### src/rtl/vending_if.sv
// Handshake bundle between a vending front-panel driver and the vending controller.
// The master drives coins/requests; the slave (controller) returns credit and pulses.
interface vending_if #(
    parameter int unsigned N_PROD = 4,
    parameter int unsigned CW     = 8
);
    localparam int unsigned SW = (N_PROD > 1) ? $clog2(N_PROD) : 1;

    logic [1:0]    coin;
    logic          vend_req;
    logic [SW-1:0] sel;
    logic          cancel;
    logic [CW-1:0] credit;
    logic          pr;
    logic [SW-1:0] pr_id;
    logic          change;
    logic          busy;
    logic          deny;
    logic          coin_rej;

    modport master (
        output coin, vend_req, sel, cancel,
        input  credit, pr, pr_id, change, busy, deny, coin_rej
    );

    modport slave (
        input  coin, vend_req, sel, cancel,
        output credit, pr, pr_id, change, busy, deny, coin_rej
    );
endinterface

### src/rtl/vending_ctrl.sv
// Coin-operated vending controller: accumulates credit, dispenses one product per
// accepted request and returns leftover credit as one-unit change pulses.
module vending_ctrl #(
    parameter int unsigned              N_PROD     = 4,
    parameter int unsigned              CW         = 8,
    parameter int unsigned              MAX_CREDIT = 20,
    parameter logic [N_PROD*CW-1:0]     PRICES     = {8'd7, 8'd5, 8'd4, 8'd3},
    parameter int unsigned              V1         = 1,
    parameter int unsigned              V2         = 2,
    parameter int unsigned              V3         = 5
) (
    input  logic      clk,
    input  logic      rst_n,
    vending_if.slave  bus
);
    localparam int unsigned SW = (N_PROD > 1) ? $clog2(N_PROD) : 1;

    typedef enum logic [1:0] {StIdle, StCollect, StVend, StChange} state_e;

    state_e        state_q, state_d;
    logic [CW-1:0] credit_q, credit_d;
    logic [SW-1:0] pr_id_q, pr_id_d;
    logic          pr_q, pr_d;
    logic          change_q, change_d;
    logic          busy_q, busy_d;
    logic          deny_q, deny_d;
    logic          coin_rej_q, coin_rej_d;

    logic [CW-1:0] coin_val;
    logic [CW-1:0] price;
    logic          sel_valid;
    logic [CW:0]   sum;
    logic          has_coin;
    logic          coin_fits;
    logic          can_vend;

    always_comb begin
        case (bus.coin)
            2'd1:    coin_val = CW'(V1);
            2'd2:    coin_val = CW'(V2);
            2'd3:    coin_val = CW'(V3);
            default: coin_val = '0;
        endcase

        // Out-of-range selections never match, leaving sel_valid low.
        price     = '0;
        sel_valid = 1'b0;
        for (int i = 0; i < int'(N_PROD); i++) begin
            if (bus.sel == SW'(i)) begin
                price     = PRICES[i*CW +: CW];
                sel_valid = 1'b1;
            end
        end

        has_coin  = (bus.coin != 2'd0);
        sum       = {1'b0, credit_q} + {1'b0, coin_val};
        coin_fits = (sum <= (CW+1)'(MAX_CREDIT));
        can_vend  = bus.vend_req && sel_valid && (credit_q >= price);
    end

    always_comb begin
        state_d    = state_q;
        credit_d   = credit_q;
        pr_id_d    = pr_id_q;
        deny_d     = 1'b0;
        coin_rej_d = 1'b0;

        case (state_q)
            StIdle: begin
                deny_d = bus.vend_req;
                if (has_coin) begin
                    if (coin_fits) begin
                        credit_d = sum[CW-1:0];
                        state_d  = StCollect;
                    end else begin
                        coin_rej_d = 1'b1;
                    end
                end
            end
            StCollect: begin
                if (bus.cancel) begin
                    state_d    = StChange;
                    coin_rej_d = has_coin;
                end else if (can_vend) begin
                    pr_id_d    = bus.sel;
                    credit_d   = credit_q - price;
                    state_d    = StVend;
                    coin_rej_d = has_coin;
                end else begin
                    deny_d = bus.vend_req;
                    if (has_coin) begin
                        if (coin_fits) credit_d = sum[CW-1:0];
                        else           coin_rej_d = 1'b1;
                    end
                end
            end
            StVend: begin
                coin_rej_d = has_coin;
                state_d    = (credit_q != '0) ? StChange : StIdle;
            end
            StChange: begin
                coin_rej_d = has_coin;
                // Leave on the edge that empties credit so pulses equal entry credit.
                if (credit_q <= CW'(1)) begin
                    credit_d = '0;
                    state_d  = StIdle;
                end else begin
                    credit_d = credit_q - CW'(1);
                end
            end
            default: state_d = StIdle;
        endcase

        pr_d     = (state_d == StVend);
        change_d = (state_d == StChange);
        busy_d   = pr_d || change_d;
    end

    always_ff @(posedge clk or negedge rst_n) begin
        if (!rst_n) begin
            state_q    <= StIdle;
            credit_q   <= '0;
            pr_id_q    <= '0;
            pr_q       <= 1'b0;
            change_q   <= 1'b0;
            busy_q     <= 1'b0;
            deny_q     <= 1'b0;
            coin_rej_q <= 1'b0;
        end else begin
            state_q    <= state_d;
            credit_q   <= credit_d;
            pr_id_q    <= pr_id_d;
            pr_q       <= pr_d;
            change_q   <= change_d;
            busy_q     <= busy_d;
            deny_q     <= deny_d;
            coin_rej_q <= coin_rej_d;
        end
    end

    assign bus.credit   = credit_q;
    assign bus.pr       = pr_q;
    assign bus.pr_id    = pr_id_q;
    assign bus.change   = change_q;
    assign bus.busy     = busy_q;
    assign bus.deny     = deny_q;
    assign bus.coin_rej = coin_rej_q;
endmodule
### src/flat_wrapper.sv
// flat-port wrapper written by rule: the top's interface ports become plain ports
module vending_ctrl_flat 
#(
    parameter int unsigned              N_PROD     = 4,
    parameter int unsigned              CW         = 8,
    parameter int unsigned              MAX_CREDIT = 20,
    parameter logic [N_PROD*CW-1:0]     PRICES     = {8'd7, 8'd5, 8'd4, 8'd3},
    parameter int unsigned              V1         = 1,
    parameter int unsigned              V2         = 2,
    parameter int unsigned              V3         = 5
)
  (clk, rst_n, bus_coin, bus_vend_req, bus_sel, bus_cancel, bus_credit, bus_pr, bus_pr_id, bus_change, bus_busy, bus_deny, bus_coin_rej);
  vending_if #(.N_PROD(N_PROD), .CW(CW)) bus_i ();
  input  logic clk;
  input  logic rst_n;
  input wire logic [$bits(bus_i.coin)-1:0] bus_coin;
  input wire logic [$bits(bus_i.vend_req)-1:0] bus_vend_req;
  input wire logic [$bits(bus_i.sel)-1:0] bus_sel;
  input wire logic [$bits(bus_i.cancel)-1:0] bus_cancel;
  output wire logic [$bits(bus_i.credit)-1:0] bus_credit;
  output wire logic [$bits(bus_i.pr)-1:0] bus_pr;
  output wire logic [$bits(bus_i.pr_id)-1:0] bus_pr_id;
  output wire logic [$bits(bus_i.change)-1:0] bus_change;
  output wire logic [$bits(bus_i.busy)-1:0] bus_busy;
  output wire logic [$bits(bus_i.deny)-1:0] bus_deny;
  output wire logic [$bits(bus_i.coin_rej)-1:0] bus_coin_rej;
  assign bus_i.coin = bus_coin;
  assign bus_i.vend_req = bus_vend_req;
  assign bus_i.sel = bus_sel;
  assign bus_i.cancel = bus_cancel;
  assign bus_credit = bus_i.credit;
  assign bus_pr = bus_i.pr;
  assign bus_pr_id = bus_i.pr_id;
  assign bus_change = bus_i.change;
  assign bus_busy = bus_i.busy;
  assign bus_deny = bus_i.deny;
  assign bus_coin_rej = bus_i.coin_rej;
  vending_ctrl #(.N_PROD(N_PROD), .CW(CW), .MAX_CREDIT(MAX_CREDIT), .PRICES(PRICES), .V1(V1), .V2(V2), .V3(V3)) u_core (.clk(clk), .rst_n(rst_n), .bus(bus_i));
endmodule
### config.mk
export PLATFORM = sky130hd
export DESIGN_NAME = vending_ctrl_flat
export DESIGN_NICKNAME = d
export VERILOG_FILES = /design/src/rtl/vending_if.sv /design/src/rtl/vending_ctrl.sv /design/src/flat_wrapper.sv
export SDC_FILE = /design/constraint.sdc
export NUM_CORES = 1
export LEC_CHECK = 0
export CORE_AREA = 4 4 58 60
export CTS_CLUSTER_SIZE = 12
export DETAILED_ROUTE_END_ITERATION = 10
export DIE_AREA = 0 0 62 64
export PLACE_DENSITY = 0.9
export SETUP_SLACK_MARGIN = 0.3
export SYNTH_ARGS = -nofsm -noshare
export SYNTH_HDL_FRONTEND = slang
export SYNTH_SLANG_ARGS = --single-unit
### constraint.sdc
create_clock -name clk -period 5 [get_ports clk]
set_input_delay 1.25 -clock clk [delete_from_list [all_inputs] [get_ports clk]]
set_output_delay 1.25 -clock clk [all_outputs]
set_load 0.03 [all_outputs]
==> metrics.md, run 1 <==
| Metric | Value |
|---|---|
| Outcome | `finished clean` |
| Largest net degree at the start of global routing | `18` |
| Hold WC Path Type | `flop to flop` |
| Die area | `3968 um^2` |
| RSZ-0062 raised after global routing | `false` |
| Register bit count reported by yosys | `17` |
| Iteration-0 DRC Markers | `136` |
| Post-DR vias/cell | `6.370` |
| CP arrival | `4.15 ns` |
| Sw frac | `a little over half` |
| Top post-synthesis cells by area | `dfrtp_1 (26%), ha_1 (8.6%), nand2_1 (6.5%)` |
| Max Freq | `0.2529 GHz` |
| Routed len/inst | `16.27 um` |
| Peak per-stage delay on the critical path | `0.54 ns` |
| Die Span Y | `64 um` |
| Clk sink count | `17` |
| Delay-heaviest family, CP | `simple AND/OR/NAND/NOR gates` |
| Reg clk slew, reported paths | `0.12 ns` |
| Combinational fraction of design power | `between 70% and 80%` |
| Fill cells | `264` |
| Vias | `1618` |
| Vias in the first global route | `between 1500 and 2000` |
| Cell Pwr Density | `730.9 nW/um^2` |
| Port Buffer Count | `22` |
| Complex-gate fraction of the synthesized area | `27.37%` |
| Placed standard-cell area | `1823 um^2` |
| ANT cells | `0` |
| Syn_nets | `226` |
| Int Pwr | `610.2 uW` |
| Crit-path max FO | `6` |
| Synth Area in Adders | `around 11%` |
| Pre-Repair DR Iteration Count | `5` |
| Async set-reset flop share out of synthesis | `100.0%` |
| Clock buffer depth | `2` |
| Fin util | `63.29%` |
| Count of final hold-check violations | `0` |
| FP Rows | `20` |
| Number of synthesized flops with an enable pin | `0` |
| Post-synthesis cell type count | `49` |
| XOR/XNOR Fraction of Synth Area | `under 10%` |
| Clock skew | `0.01701 ns` |
| Leak Pwr | `0.7781 nW` |
| Mux contribution to synthesized area | `0%` |
| Total gr overflow | `0` |
| DRC | `0` |
| GRT Util Overall | `23.10%` |
| Crit start category | `input port` |
| VDD IR-drop max | `434.8 uV` |
| I/O pin count | `23` |
| Cts repair resizes | `0` |
| Syn-to-layout area delta | `15.16%` |
| Chip width | `62 um` |
| Final setup fails | `0` |
| Largest family of logic cells by synthesized area | `compound AO/OA/AOI/OAI gates` |
| Register share of total power | `23.1%` |
| Final HPWL DP | `roughly 3000 um` |
| WP buf/inv | `2` |
| Max Slew Vio Count | `0` |
| Worst path cell trace | `clkdlybuf4s50_1 > ha_1 > inv_1 > fa_1 > and2b_2 > a2111oi_0 > o31ai_1 > nand3b_2 > nor4b_4 > a221oi_1 > a311oi_1` |
| Most frequent cell after synthesis | `nand2_1` |
| Worst setup EP type | `flop` |
| Post-synth top cells | `nand2_1 (28), o21ai_0 (20), dfrtp_1 (17)` |
| Post-synth top area cell | `dfrtp_1` |
| Core ar. | `2928 um^2` |
| Clk pwr share | `6.1%` |
| Slew HR | `between 40% and 50%` |
| Finished Cell Area | `1853 um^2` |
| Initial core utilization | `a little over half` |
| Worst slew pin tran | `0.8046 ns` |
| Area share of the largest cell type after synthesis | `about a quarter` |
| Post-synthesis sequential area ratio | `26.44%` |
| Post-CTS Hold Buffers | `0` |
| Placed instance count | `250` |
| Yosys Warn Count | `0` |
| Post-Place Setup Slack | `0.7418 ns` |
| Final #Nets | `243` |
| Power Total | `1.354 mW` |
| Global-route wire length before repair | `roughly 7100 um` |
| Initial antenna violation count | `0` |
| Worst Slack Setup Final | `1.046 ns` |
| Post-CTS setup buffer count | `0` |
| CTS tree | `done` |
| Worst-skew pair later-pin latency | `0.31 ns` |
| Num CTS Buffers | `3` |
| Post-Route Setup TNS | `0 ns` |
| Max_cap viols | `0` |
| Post-Synth Simple-Gate Area | `24.34%` |
| Synth Instances | `between 200 and 250` |
| Critical Path Source | `bus_coin[0]` |
| Worst path required time | `5.19 ns` |
| HP Start | `u_core.bus.pr_id[1]` |
| Fin cells | `approximately 250` |
| Critical path class | `input port to flop` |
| RePlAce Congestion | `about 0.95` |
| Main synth FF type | `dfrtp_1` |
| Fraction of layout cells with a size suffix above 1 | `approximately 5%` |
| Critical path's slowest cell | `clkdlybuf4s50_1` |
| Total Wirelength | `4132 um` |
| Worst Hold Margin | `0.5480 ns` |
| Avg Cell Area, Syn | `7.849 um^2` |
| Sw Pwr | `744.1 uW` |
| Final worst-path cycle share | `~79%` |
| Htree depth | `1` |
| Syn Std Cell Area | `1609 um^2` |
| Post-route ant nets | `0` |
| Worst r2r src | `u_core.bus.credit[1]` |
| Clock Tree Root | `clkbuf_4` |
| Tmin final | `3.954 ns` |
-- state kept, by name, indices dropped and copies added (netlist names) --
signal	flops
u_core.bus.credit	8
u_core.bus.coin_rej	1
u_core.bus.pr	1
u_core.bus.change	1
u_core.state_q	2
u_core.bus.deny	1
u_core.bus.pr_id	2
u_core.bus.busy	1
-- cell usage in the layout (no fill, tap or decap), types with 3 or more instances in the layout --
cell type        count
inv_1               15
nand3_1              3
ha_1                11
dfrtp_1             17
a211oi_1             5
clkbuf_4             3
o21ai_0             20
xnor2_1              5
o221ai_1             3
nand2_1             28
o32ai_1              3
nor3_1               4
nand2b_1             3
nor2_1              15
a21oi_1             11
xor2_1               3
nor2b_1              4
nor4_1               3
clkdlybuf4s50_1     22
and2_1               5
o2bb2ai_1            3
-- logic make-up (layout without fill, tap and decap cells) --
group                    count (synthesis)  after routing
buffers and inverters                   25             41
AO/OA/AOI/OAI                           66             66
adder cells (fa/ha/maj)                 13             13
flip-flops                              17             17
XOR/XNOR                                 8              8
AND/OR/NAND/NOR                         76             76
-- cell type report --
| type | instances | area [um^2] | area share [%] |
|---|---|---|---|
| repair buffers | 22 | 220.2 | 11.88 |
| flip-flops and latches | 17 | 425.4 | 22.96 |
| clock inverters | 1 | 7.507 | 0.4051 |
| well taps | 33 | 41.29 | 2.228 |
| inverters | 15 | 56.30 | 3.038 |
| multi-input cells | 163 | 1080 | 58.27 |
| clock buffers | 3 | 22.52 | 1.215 |
-- power by group through the flow --
stage	logic (mW)	clock network (mW)	registers, mW
2_1_floorplan	0.655	0	0.343
3_3_place_gp	0.923	0	0.312
3_5_place_dp	0.934	0	0.312
4_1_cts	0.946	0.0807	0.309
5_1_grt	1.05	0.0906	0.327
6_report	0.960	0.0820	0.313
-- worst reg2reg max path: cells and delay by family (launching register included) --
kind | cells | cell delay (ns)
compound gates | 4 | 0.81
fa+ha+maj | 1 | 0.51
buf+inv | 1 | 0.17
flops | 1 | 0.55
simple gates | 3 | 0.86
-- metal layers --
metal  wire, um  vias up  track usage (%)
met5          0        -                0
met2       1909       92            35.62
li1           -      773                -
met1       1746      734            30.97
met3        342       19            5.859
met4        133        0            7.427
-- final timing paths --
kind                                        end  slack, ns  depth (start not counted)
max                        u_core.bus.credit[3]       1.05                         11
min                         u_core.bus.pr_id[1]       0.55                          2
max reg2reg                u_core.bus.credit[3]       1.96                          9
min reg2reg                 u_core.bus.pr_id[1]       0.55                          2
max in group asynchronous   u_core.bus.coin_rej       3.10                          1
min in group asynchronous       u_core.bus.deny       1.39                          1
No activity file was read; power rests on OpenSTA's default activity.
==> inputs of run 2 (changes only) <==
--- a/config.mk
+++ b/config.mk
@@ -5,11 +5,11 @@
 export SDC_FILE = /design/constraint.sdc
 export NUM_CORES = 1
 export LEC_CHECK = 0
-export CORE_AREA = 4 4 58 60
+export CORE_AREA = 4 4 60 62
 export CTS_CLUSTER_SIZE = 12
 export DETAILED_ROUTE_END_ITERATION = 10
-export DIE_AREA = 0 0 62 64
-export PLACE_DENSITY = 0.9
+export DIE_AREA = 0 0 64 66
+export PLACE_DENSITY = 0.85
 export SETUP_SLACK_MARGIN = 0.3
 export SYNTH_ARGS = -nofsm -noshare
 export SYNTH_HDL_FRONTEND = slang
==> constraint.sdc (replaced) <==
create_clock -name clk -period 3.78 [get_ports clk]
set_input_delay 0.945 -clock clk [delete_from_list [all_inputs] [get_ports clk]]
set_output_delay 0.945 -clock clk [all_outputs]
set_load 0.03 [all_outputs]
==> metrics.md, run 2 (synthesized netlist as in run 1, its figures left out) <==
| Metric | Value |
|---|---|
| ANT cells | `0 (unchanged)` |
| Final worst-path cycle share | `87.08%` |
| RePlAce Congestion | `0.9297 (-2.0%)` |
| Final #Nets | `251 (+3.3%)` |
| Clk sink count | `17 (unchanged)` |
| Vias | `1654 (+2.2%)` |
| Total gr overflow | `0 (unchanged)` |
| Iteration-0 DRC Markers | `141 (+3.7%)` |
| Port Buffer Count | `22 (unchanged)` |
| Worst Slack Setup Final | `0.4884 ns (-0.5578 ns)` |
| Most common cell after layout, fill and taps aside | `nand2_1` |
| Fraction of layout cells with a size suffix above 1 | `10.48% (+5.5 points)` |
| Placed instance count | `267 (+6.8%)` |
| Max Freq | `roughly 0.30 GHz` |
| Initial antenna violation count | `0 (unchanged)` |
| VDD IR-drop max | `500.5 uV (+15%)` |
| Initial core utilization | `53.14% (-1.8 points)` |
| Routed len/inst | `15.34 um (-5.7%)` |
| Pre-Repair DR Iteration Count | `4 (-1)` |
| Fin util | `64.42% (+1.1 points)` |
| CP arrival | `3.49 ns (-0.66 ns)` |
| Num CTS Buffers | `3 (unchanged)` |
| CTS tree | `done` |
| Syn-to-layout area delta | `21.23%` |
| Die area | `4224 um^2 (+6.5%)` |
| Hold WC Path Type | `flop to flop` |
| Fin cells | `273 (+7.5%)` |
| Count of final hold-check violations | `0 (unchanged)` |
| Post-route ant nets | `0 (unchanged)` |
| Critical path's slowest cell | `clkdlybuf4s50_1` |
| Die Span Y | `66 um (+3.1%)` |
| Peak per-stage delay on the critical path | `0.48 ns (-0.06 ns)` |
| Crit start category | `input port` |
| GRT Util Overall | `21.05% (-2.1 points)` |
| Worst Hold Margin | `0.5100 ns (-0.03806 ns)` |
| Max FFs per register | `8 (unchanged)` |
| Clock skew | `0.006022 ns (-0.01099 ns)` |
| Core ar. | `3028 um^2 (+3.4%)` |
| Critical path class | `input port to flop` |
| FP Rows | `20 (unchanged)` |
| Post-Place Setup Slack | `-0.06647 ns (-0.8082 ns)` |
| Chip width | `64 um (+3.2%)` |
| Worst setup EP type | `flop` |
| Global-route wire length before repair | `7072 um (-0.67%)` |
| Max_cap viols | `0 (unchanged)` |
| I/O pin count | `23 (unchanged)` |
| Reg clk slew, reported paths | `0.11 ns (about the same)` |
| Slew HR | `48.06% (+1.9 points)` |
| Worst-skew pair later-pin latency | `0.30 ns (about the same)` |
| Outcome | `finished clean` |
| Clock buffer depth | `2 (unchanged)` |
| Leak Pwr | `0.8404 nW (+8.0%)` |
| Largest net degree at the start of global routing | `18 (unchanged)` |
| Tmin final | `3.292 ns` |
| Total Wirelength | `4187 um (+1.3%)` |
| Worst path required time | `3.98 ns (-1.21 ns)` |
| Worst path cell trace | `clkdlybuf4s50_1 > inv_1 > ha_1 > ha_1 > a21oi_2 > o211ai_1 > nand2_2 > nor2_1 > o21ai_1 > buf_4 > a211oi_1 > a211oi_1` |
| Final setup fails | `0 (unchanged)` |
| DRC | `0 (unchanged)` |
| Crit-path max FO | `5 (-1)` |
| Post-CTS Hold Buffers | `0 (unchanged)` |
| Cell Pwr Density | `956.6 nW/um^2 (+31%)` |
| Final HPWL DP | `3117 um (+2.7%)` |
| Max Slew Vio Count | `0 (unchanged)` |
| Vias in the first global route | `1453 (-8.0%)` |
| Worst slew pin tran | `0.7767 ns (-0.02787 ns)` |
| Htree depth | `1 (unchanged)` |
| Most frequent cells in the layout | `nand2_1 (28), o21ai_0 (20), clkdlybuf4s50_1 (20)` |
| Clock Tree Root | `clkbuf_4` |
| RSZ-0062 raised after global routing | `false` |
| Post-DR vias/cell | `6.059 (-4.9%)` |
## run 2: cell types whose count changed in the layout (fill, tap and decap cells not counted), moves of 2 or more
cell,previous run,this run
fa_1,2,0
fa_2,0,2
clkdlybuf4s50_1,22,20
dlymetal6s2s_1,0,2
buf_4,0,8
## run 2: critical path, delay by kind of cell
kind | cells | cell delay, ns
adder cells (fa/ha/maj) | 2 | 0.67
AO/OA/AOI/OAI | 5 | 0.80
AND/OR/NAND/NOR | 2 | 0.35
buffers and inverters | 3 | 0.73
## run 2: per-layer routing
layer  share of wire (%)  vias up  wire [um]  track usage (%)
li1                    -      789          -                -
met1                  44      770       1825            28.99
met2                  46       84       1942            33.94
met5                   0        -          0                0
met3                 8.0       11        335            3.741
met4                 2.0        0         83            5.391
## run 2: power breakdown
group          switching, mW  internal, mW
logic                  0.775         0.571
clock network         0.0650        0.0395
registers              0.159         0.257
## run 2: worst paths after layout
kind / slack (ns) / startpoint / cells past startpoint / endpoint
setup / recovery: 0.49 / bus_sel[0] / 12 / u_core.bus.credit[1]
hold / removal: 0.51 / u_core.bus.pr_id[1] / 2 / u_core.bus.pr_id[1]
setup reg to reg: 0.87 / u_core.bus.credit[1] / 10 / u_core.bus.credit[1]
hold reg to reg: 0.51 / u_core.bus.pr_id[1] / 2 / u_core.bus.pr_id[1]
max in group asynchronous: 2.21 / rst_n / 1 / u_core.bus.coin_rej
min in group asynchronous: 1.08 / rst_n / 1 / u_core.bus.credit[2]
## run 2: cell type report
| class | count | area [um^2] |
|---|---|---|
| clock inverter | 1 | 5.005 |
| sequential | 17 | 425.4 |
| inverter | 15 | 56.30 |
| tap | 44 | 55.05 |
| clock buffer | 3 | 22.52 |
| timing repair buffer | 30 | 285.3 |
| fill | 264 | 1077 |
| multi-input combinational | 163 | 1101 |
## run 2: what timing repair did
action / 4_1_cts / 5_1_grt
setup endpoints to repair: 1 / 6
buffers inserted: 0 / 2
pin swaps: 0 / 6
resized for setup: 1 / 7
## run 2: stage by stage
step	instance area (um^2)	TNS (ns)	power, mW
final	1951	0	1.866
after floorplan	1609	0	1.320
after global routing	1951	0	2.049
after global placement	1882	0	1.678
after CTS	1916	0	1.812
after detailed placement	1882	-0.08496	1.699
==> inputs of run 3 (changes only) <==
--- a/config.mk
+++ b/config.mk
@@ -5,11 +5,11 @@
 export SDC_FILE = /design/constraint.sdc
 export NUM_CORES = 1
 export LEC_CHECK = 0
-export CORE_AREA = 4 4 60 62
+export CORE_AREA = 4 4 73 75
 export CTS_CLUSTER_SIZE = 12
 export DETAILED_ROUTE_END_ITERATION = 10
-export DIE_AREA = 0 0 64 66
-export PLACE_DENSITY = 0.85
+export DIE_AREA = 0 0 77 79
+export PLACE_DENSITY = 0.62
 export SETUP_SLACK_MARGIN = 0.3
 export SYNTH_ARGS = -nofsm -noshare
 export SYNTH_HDL_FRONTEND = slang
==> metrics.md, run 3 (synthesized netlist as in run 1, its figures left out) <==
| Metric | Value |
|---|---|
| Outcome | `finished clean` |
| Crit start category | `input port` |
| Routed len/inst | `15.24 um (-0.62%)` |
| WL met3 | `273 um (-19%)` |
| Placed instance count | `279 (+4.5%)` |
| Fin cells | `290 (+6.2%)` |
| RSZ-0062 raised after global routing | `true` |
| Initial core utilization | `34.52% (-19 points)` |
| Max FFs per register | `8 (unchanged)` |
| Worst Hold Margin | `0.4863 ns (-0.02367 ns)` |
| Count of final hold-check violations | `0 (unchanged)` |
| Post-DR vias/cell | `5.538 (-8.6%)` |
| Final #Nets | `258 (+2.8%)` |
| Peak per-stage delay on the critical path | `0.45 ns (-0.03 ns)` |
| ANT cells | `0 (unchanged)` |
| Htree depth | `1 (unchanged)` |
| CP arrival | `3.46 ns (-0.03 ns)` |
| Iteration-0 DRC Markers | `107 (-24%)` |
| WL met2 | `1992 um (+2.6%)` |
| Worst path cell trace | `clkdlybuf4s50_1 > inv_1 > ha_1 > inv_1 > ha_1 > inv_1 > fa_1 > a21oi_1 > o211ai_1 > nand2_2 > nor2_1 > o21ai_1 > buf_4 > a21oi_1 > a311oi_1` |
| Final HPWL DP | `3237 um (+3.9%)` |
| Vias in the first global route | `1418 (-2.4%)` |
| Worst path required time | `3.92 ns (-0.06 ns)` |
| FP Rows | `25 (+25%)` |
| I/O pin count | `23 (unchanged)` |
| Delay-heaviest family, CP | `compound AO/OA/AOI/OAI gates` |
| Worst setup EP type | `flop` |
| RePlAce Congestion | `0.9332 (+0.38%)` |
| CTS tree | `done` |
| Leak Pwr | `0.8842 nW (+5.2%)` |
| Largest net degree at the start of global routing | `18 (unchanged)` |
| Num CTS Buffers | `3 (unchanged)` |
| Crit-path max FO | `5 (unchanged)` |
| Slew HR | `43.85% (-4.2 points)` |
| Most frequent cells in the layout | `nand2_1 (28), o21ai_0 (20), clkdlybuf4s50_1 (20)` |
| Die Span Y | `79 um (+20%)` |
| Post-CTS Hold Buffers | `0 (unchanged)` |
| Syn-to-layout area delta | `27.68%` |
| Tmin final | `3.324 ns (+0.03189 ns)` |
| DRC | `0 (unchanged)` |
| Met1 WL | `2075 um (+14%)` |
| Global-route wire length before repair | `7031 um (-0.58%)` |
| Post-route ant nets | `0 (unchanged)` |
| Clock Tree Root | `clkbuf_8` |
| Clk sink count | `17 (unchanged)` |
| Die area | `6083 um^2 (+44%)` |
| Port Buffer Count | `22 (unchanged)` |
| Worst slew pin tran | `0.8396 ns (+0.06287 ns)` |
| Fill cells | `452 (+71%)` |
| Max layer used | `met4` |
| Max Freq | `0.3009 GHz (-0.96%)` |
| Hold WC Path Type | `flop to flop` |
| Cell Pwr Density | `966.0 nW/um^2 (+0.99%)` |
| Initial antenna violation count | `0 (unchanged)` |
| Clock buffer depth | `2 (unchanged)` |
| Chip width | `77 um (+20%)` |
| Final worst-path cycle share | `87.92% (+0.84 points)` |
| Fraction of layout cells with a size suffix above 1 | `13.98% (+3.5 points)` |
| WP buf/inv | `5 (+2)` |
| GRT Util Overall | `14.38% (-6.7 points)` |
| Core ar. | `4661 um^2 (+54%)` |
| Critical path's slowest cell | `clkdlybuf4s50_1` |
| Max Slew Vio Count | `0 (unchanged)` |
| Critical path class | `input port to flop` |
| Total Wirelength | `4420 um (+5.6%)` |
| VDD IR-drop max | `433.8 uV (-13%)` |
| Final setup fails | `0 (unchanged)` |
| Most frequent CP cell | `inv_1` |
| Reg clk slew, reported paths | `0.08 ns (-0.03 ns)` |
| Pre-Repair DR Iteration Count | `6 (+2)` |
| Clock skew | `0.008642 ns (+0.002620 ns)` |
| Vias | `1606 (-2.9%)` |
| Most common cell after layout, fill and taps aside | `nand2_1` |
| Max_cap viols | `0 (unchanged)` |
| Worst-skew pair later-pin latency | `0.26 ns (-0.04 ns)` |
| Total gr overflow | `0 (unchanged)` |
run 3: final cells by class:
class	instances	area, um^2	share of cell area, %
sequential	17	425.4	20.71
tap	54	67.56	3.289
timing repair buffer	37	337.8	16.44
inverter	15	56.30	2.741
clock inverter	1	5.005	0.2436
multi-input combinational	163	1121	54.57
clock buffer	3	41.29	2.010
run 3: worst reg2reg max path: stages, from the launching register on:
cell      delay, ns
dfrtp_1        0.56
inv_1          0.20
fa_2           0.62
nand2b_1       0.09
a22oi_2        0.18
o221ai_1       0.15
o211a_2        0.22
nor4b_4        0.40
a221oi_2       0.12
a311oi_1       0.33
run 3: power breakdown:
group	internal, mW	switching [mW]
clock network	0.0733	0.0690
registers	0.257	0.165
logic	0.631	0.789
run 3: worst paths after layout:
| path | slack (ns) | start | end | cells after the start |
|---|---|---|---|---|
| max | 0.46 | bus_sel[1] | u_core.bus.credit[3] | 15 |
| min | 0.49 | u_core.bus.pr_id[1] | u_core.bus.pr_id[1] | 2 |
| max reg2reg | 0.80 | u_core.bus.credit[1] | u_core.bus.credit[3] | 9 |
| min reg2reg | 0.49 | u_core.bus.pr_id[1] | u_core.bus.pr_id[1] | 2 |
| max in group asynchronous | 2.09 | rst_n | u_core.bus.deny | 1 |
| min in group asynchronous | 1.16 | rst_n | u_core.bus.credit[2] | 1 |
run 3: per-layer routing:
metal / GRT usage [%] / up-vias
li1: - / 804
met1: 20.62 / 739
met2: 22.47 / 57
met3: 2.721 / 6
met4: 3.203 / 0
met5: 0 / -
run 3: through the flow:
step	utilization, %	cell area [um^2]	setup WS (ns)	TNS [ns]	total power, mW
floorplan	-	1609	0.7306	0	1.320
global placement	40.97	1909	0.03995	0	1.723
detailed placement	40.97	1909	-0.005915	-0.005915	1.721
CTS	43.09	2008	0.3284	0	1.931
global route	44.08	2054	0.2733	0	2.159
finish	44.08	2054	0.4565	0	1.985
run 3: timing repair:
action	in CTS	in global routing
setup endpoints to repair	1	6
endpoints found under the hold margin	0	0
resized for setup	2	8
pin swaps	5	5
buffers inserted	5	2
